--- src/rtl/hash_des_sbox_stream.sv ---
// Streaming DES-S5 nibble hash: one byte per handshake, UNROLL rounds per clock,
// and a length-keyed final transform that emits a 32-bit digest with a one-cycle pulse.
module hash_des_sbox_stream #(
  parameter int ROUNDS = 4,
  parameter int UNROLL = 1,
  parameter int LEN_W  = 64
) (
  input  logic        clk,
  input  logic        rst_n,
  input  logic        msg_valid,
  output logic        msg_ready,
  input  logic [7:0]  msg_byte,
  input  logic        msg_last,
  output logic [31:0] digest_out,
  output logic        hash_ready,
  output logic        busy,
  output logic        len_overflow
);

  localparam int R    = (UNROLL > 0) ? ROUNDS / UNROLL : 1;
  localparam int RC_W = (R > 1) ? $clog2(R) : 1;
  localparam logic [RC_W-1:0]  RC_LAST = RC_W'(R - 1);
  localparam logic [LEN_W-1:0] LEN_MAX = '1;
  localparam logic [31:0]      H_INIT  = 32'h4B71_DF03;

  // DES S5 rows; column 0 sits in the most significant nibble.
  localparam logic [63:0] S5_ROW0 = 64'h2C41_7AB6_853F_D0E9;
  localparam logic [63:0] S5_ROW1 = 64'hEB2C_47D1_50FA_3986;
  localparam logic [63:0] S5_ROW2 = 64'h421B_AD78_F9C5_630E;
  localparam logic [63:0] S5_ROW3 = 64'hB8C7_1E2D_6F09_A453;

  generate
    if (ROUNDS < 1 || UNROLL < 1 || (ROUNDS % UNROLL) != 0 || LEN_W < 1 || LEN_W > 64) begin : g_bad_param
      $error("hash_des_sbox_stream: illegal ROUNDS/UNROLL/LEN_W combination");
    end
  endgenerate

  typedef enum logic [1:0] {
    S_IDLE  = 2'd0,
    S_ROUND = 2'd1,
    S_FINAL = 2'd2
  } state_t;

  state_t            r_state;
  logic [31:0]       r_h;
  logic [3:0]        r_s;
  logic              r_last;
  logic [RC_W-1:0]   r_rcnt;
  logic [LEN_W-1:0]  r_len;
  logic [31:0]       r_digest;
  logic              r_hash_ready;
  logic              r_ovf;

  logic [31:0]       w_h_next;
  logic [31:0]       w_digest;
  logic [63:0]       w_c64;

  function automatic logic [3:0] rotl4(input logic [3:0] v, input int r);
    logic [7:0] d;
    d = {v, v} << r;
    return d[7:4];
  endfunction

  function automatic logic [3:0] sbox(input logic [5:0] x);
    logic [63:0] row;
    logic [5:0]  sh;
    case ({x[5], x[0]})
      2'd0:    row = S5_ROW0;
      2'd1:    row = S5_ROW1;
      2'd2:    row = S5_ROW2;
      default: row = S5_ROW3;
    endcase
    sh = {~x[4:1], 2'b00};
    return row[sh +: 4];
  endfunction

  function automatic logic [5:0] m6(input logic [7:0] b);
    return {b[3] ^ b[2], b[1], b[0], b[7], b[6], b[5] ^ b[4]};
  endfunction

  function automatic logic [5:0] c6(input logic [7:0] c);
    return {c[7] ^ c[1], c[3], c[2], c[5] ^ c[0], c[4], c[6]};
  endfunction

  // Nibble i lives at [31-4i -: 4]; every output nibble reads its right-hand neighbour.
  function automatic logic [31:0] round_f(input logic [31:0] h, input logic [3:0] s);
    logic [31:0] o;
    o = '0;
    for (int i = 0; i < 8; i++) begin
      o[31-4*i -: 4] = rotl4(h[31-4*((i+1)%8) -: 4] ^ s, i / 2);
    end
    return o;
  endfunction

  always_comb begin
    w_h_next = r_h;
    for (int k = 0; k < UNROLL; k++) begin
      w_h_next = round_f(w_h_next, r_s);
    end
  end

  always_comb begin
    w_c64    = 64'(r_len);
    w_digest = '0;
    for (int i = 0; i < 8; i++) begin
      w_digest[31-4*i -: 4] = rotl4(r_h[31-4*((i+1)%8) -: 4] ^ sbox(c6(w_c64[63-8*i -: 8])), i / 2);
    end
  end

  always_ff @(posedge clk or negedge rst_n) begin
    if (!rst_n) begin
      r_state      <= S_IDLE;
      r_h          <= H_INIT;
      r_s          <= '0;
      r_last       <= 1'b0;
      r_rcnt       <= '0;
      r_len        <= '0;
      r_digest     <= '0;
      r_hash_ready <= 1'b0;
      r_ovf        <= 1'b0;
    end else begin
      r_hash_ready <= 1'b0;
      case (r_state)
        S_IDLE: begin
          if (msg_valid) begin
            r_s     <= sbox(m6(msg_byte));
            r_last  <= msg_last;
            r_rcnt  <= '0;
            r_state <= S_ROUND;
            // Saturate rather than wrap; a zero count marks the first byte of a message.
            if (r_len == LEN_MAX) begin
              r_ovf <= 1'b1;
            end else begin
              r_len <= r_len + LEN_W'(1);
              if (r_len == '0) r_ovf <= 1'b0;
            end
          end
        end
        S_ROUND: begin
          r_h <= w_h_next;
          if (r_rcnt == RC_LAST) begin
            r_state <= r_last ? S_FINAL : S_IDLE;
          end else begin
            r_rcnt <= r_rcnt + RC_W'(1);
          end
        end
        S_FINAL: begin
          r_digest     <= w_digest;
          r_hash_ready <= 1'b1;
          r_h          <= H_INIT;
          r_len        <= '0;
          r_state      <= S_IDLE;
        end
        default: r_state <= S_IDLE;
      endcase
    end
  end

  assign msg_ready    = (r_state == S_IDLE);
  assign busy         = (r_state == S_ROUND) || (r_state == S_FINAL);
  assign digest_out   = r_digest;
  assign hash_ready   = r_hash_ready;
  assign len_overflow = r_ovf;

endmodule

--- config.mk ---
export PLATFORM = sky130hd
export DESIGN_NAME = hash_des_sbox_stream
export DESIGN_NICKNAME = d
export VERILOG_FILES = /design/src/rtl/hash_des_sbox_stream.sv
export SDC_FILE = /design/constraint.sdc
export NUM_CORES = 1
export LEC_CHECK = 0
export BUFFER_PORTS_ARGS = -buffer_cell sky130_fd_sc_hd__buf_4
export CAP_MARGIN = 10
export CELL_PAD_IN_SITES_DETAIL_PLACEMENT = 1
export CELL_PAD_IN_SITES_GLOBAL_PLACEMENT = 1
export CORE_MARGIN = 2
export CORE_UTILIZATION = 40
export CTS_BUF_LIST = sky130_fd_sc_hd__clkbuf_8
export DETAILED_ROUTE_END_ITERATION = 12
export HOLD_SLACK_MARGIN = 0.1
export PLACE_DENSITY_LB_ADDON = 0.1
export SYNTH_ARGS = -nofsm -noshare
export SYNTH_HDL_FRONTEND = slang
export SYNTH_SLANG_ARGS = --single-unit
--- constraint.sdc ---
create_clock -name clk -period 4 [get_ports clk]
set_clock_uncertainty 0.05 [all_clocks]
set_input_delay 0.2 -clock clk [delete_from_list [all_inputs] [get_ports clk]]
set_output_delay 0.2 -clock clk [all_outputs]
set_load 0.01 [all_outputs]
==> flow_summary.yaml <==
clock_tree:
  cts_made_buffers: 17
  max-clock-path-buffers: 2
  cts_tree: "built"
  h-tree-depth: 4
  cts_root_buf: "clkbuf_8"
  path_clk_slew_ns: 0.09
  clock_sinks: 139
  cts_post_setup_buffers_inserted: 0
  insertion_delay_ns: 0.49
placement:
  place_congestion: 0.847
  dp.cells: 2058
  dp_slack_ns: 0.855
  port_buffers: 47
  place_area_mm2: 0.0140
  hpwl_mm: 31.5
timing:
  max_freq_ghz: 0.317
  slew_headroom: 0.310
  rsz0062_at_grt: "false"
  setup_viol: 0
  hold_violations: 0
  setup_slack_ns: 0.845
  tns_ns: 0
  whs_ns: 0.182
  min_period_over_period: 0.789
  worst_pin_slew_ns: 1.03
  fin_crit_ns: 3.16
  slew_violations: 0
floorplan:
  die_y_um: 186
  start_util: 0.406
  rows: 66
  pin_count: 48
  die-area_mm2: 0.0346
  die-width_um: 186
  coreArea_mm2: 0.0326
run_status:
  status: "finished, final reports clean"
worst_setup_path:
  path_cells: "inv_1, nor3_1, and4_1, nand4_1, nor4_4, a31oi_1, a31o_2"
  critPathArrivalTime_ns: 3.49
  end_kind: "flip-flop"
  worstSetupPathType: "reg -> reg"
  slowest_stage: "dfrtp_1"
  cp_slowest_stage_delay_ns: 0.68
  crit_path_start_kind: "flip-flop"
  crit_path_max_fanout: 16
  crit_required_ns: 4.34
  reg2reg_depth: 7
synth:
  ys_types: 85
  seq_area_frac_synth: 0.264
  netlist_area_mm2: 0.0133
  synthFlopType: "dfrtp_1"
  async_flop_share: 1.00
  synth-edff-count: 0
  synth_warnings: 0
  synth_seq_cells: 139
  syn_nets: 1749
  postSynthCellCount: 1660
  syn-mean-instance-area_um2: 7.98
power_and_ir_drop:
  p_per_area_mw_per_mm2: 608
  p_leak_nw: 5.86
  p_total_mw: 8.82
  irDropWorstVdd_v: 0.000279
grt:
  grt_pass1_wl_mm: 71.5
  grt_antenna_before_repair: 2
  grt_pass1_vias: 12700
  grt_max_degree: 90
  grt-ovfl-total: 0
  grt_use_total: 0.262
finish:
  antennaDiodeCount: 0
  drive_gt1_frac: 0.130
  final_common_cell: "nand2_1"
  nets: 1729
  fin_area_mm2: 0.0145
  register_area_mm2: 0.00350
  syn2layout_area_growth_pct: 9.47
  final_cells: 2095
  final_cell_mix: "165 x nand2_1, 145 x nor2_1, 122 x dfrtp_1"
  multi_input_area_mm2: 0.00893
  n_fill_cell: 3960
  post-route-util: 0.445
routing:
  routed_via_density: 6.06
  drc_errors: 0
  drt_first_iter_violations: 717
  dr.pass1.iters: 5
  wl_per_cell_um: 21.0
  route.vias.total: 12700
  routed_wl_mm: 44.0
  postRouteAntennaNets: 0
hold_path:
  whs_path_depth: 4
  hold_path.class: "in -> reg"
run:
  drv_cap: 0
-- layer usage --
| metal | global-route usage | vias to the layer above | wire length, um |
|---|---|---|---|
| li1 | - | 6027 | - |
| met4 | 0.0702 | 0 | 872 |
| met5 | 0 | - | 0 |
| met1 | 0.361 | 6372 | 20400 |
| met2 | 0.441 | 254 | 21100 |
| met3 | 0.0217 | 48 | 1620 |
-- synth_stat cells (all sizes together) (18+ instances only) --
master	count	area, um2
a211oi	29	218
nor2	145	544
nand4	32	228
a21oi	98	494
a31oi	18	113
mux2	19	214
dfrtp	122	3050
buf	43	211
nor3	67	352
xnor2	83	727
mux2i	18	180
o21ai	82	410
nand2	165	619
ha	77	963
inv	62	233
clkbuf	101	379
nand3	50	263
o211ai	25	188
or3	18	124
xor2	43	377
nand2b	23	144
o22ai	21	131
nor4	30	203
-- flip-flops by register name (all words and copies together) (netlist names) --
signal,flops
r_h,32
hash_ready,1
r_rcnt,2
digest_out,32
r_state,2
r_last,1
r_s,4
len_overflow,1
r_len,64
-- power by group --
part / total, mW / internal, mW / switching, mW
clock network: 1.36 / 0.710 / 0.654
registers: 2.55 / 1.93 / 0.627
logic: 4.90 / 2.09 / 2.81
-- worst max-delay path, delay by kind of cell, from the launching register on --
kind,cells,cell delay [ns]
AND/OR/NAND/NOR,4,1.65
flip-flops,1,0.68
AO/OA/AOI/OAI,2,0.38
buffers and inverters,1,0.28
-- logic make-up (layout without fill, tap and decap cells) --
kind of cell	after synthesis	in the layout	share of synthesized area
mux	53	53	0.0569
xor+xnor	126	126	0.0833
flops	139	139	0.264
compound gates	441	441	0.227
fa+ha+maj	77	77	0.0727
buf+inv	212	205	0.0638
simple gates	612	612	0.232
-- worst paths after layout --
kind                                   to        start  slack, ns
setup / recovery                r_len[63]     r_len[6]       0.84
hold / removal                     r_s[2]  msg_byte[1]       0.18
setup reg to reg                r_len[63]     r_len[6]       0.84
hold reg to reg                    r_last       r_last       0.46
max in group asynchronous          r_h[1]        rst_n       2.70
min in group asynchronous  digest_out[12]        rst_n       0.29
-- final cells by class --
| cell class | instances | share of cell area |
|---|---|---|
| clock buffer | 18 | 0.0171 |
| multi-input combinational | 1309 | 0.615 |
| sequential | 139 | 0.241 |
| inverter | 68 | 0.0176 |
| tap | 442 | 0.0381 |
| timing repair buffer | 105 | 0.0563 |
| clock inverter | 14 | 0.0142 |
-- what timing repair did --
item	CTS	global route
hold endpoints to repair	81	0
gates resized for setup	0	0
hold buffers	5	0
Note: power is estimated with default switching activity, not from simulation.
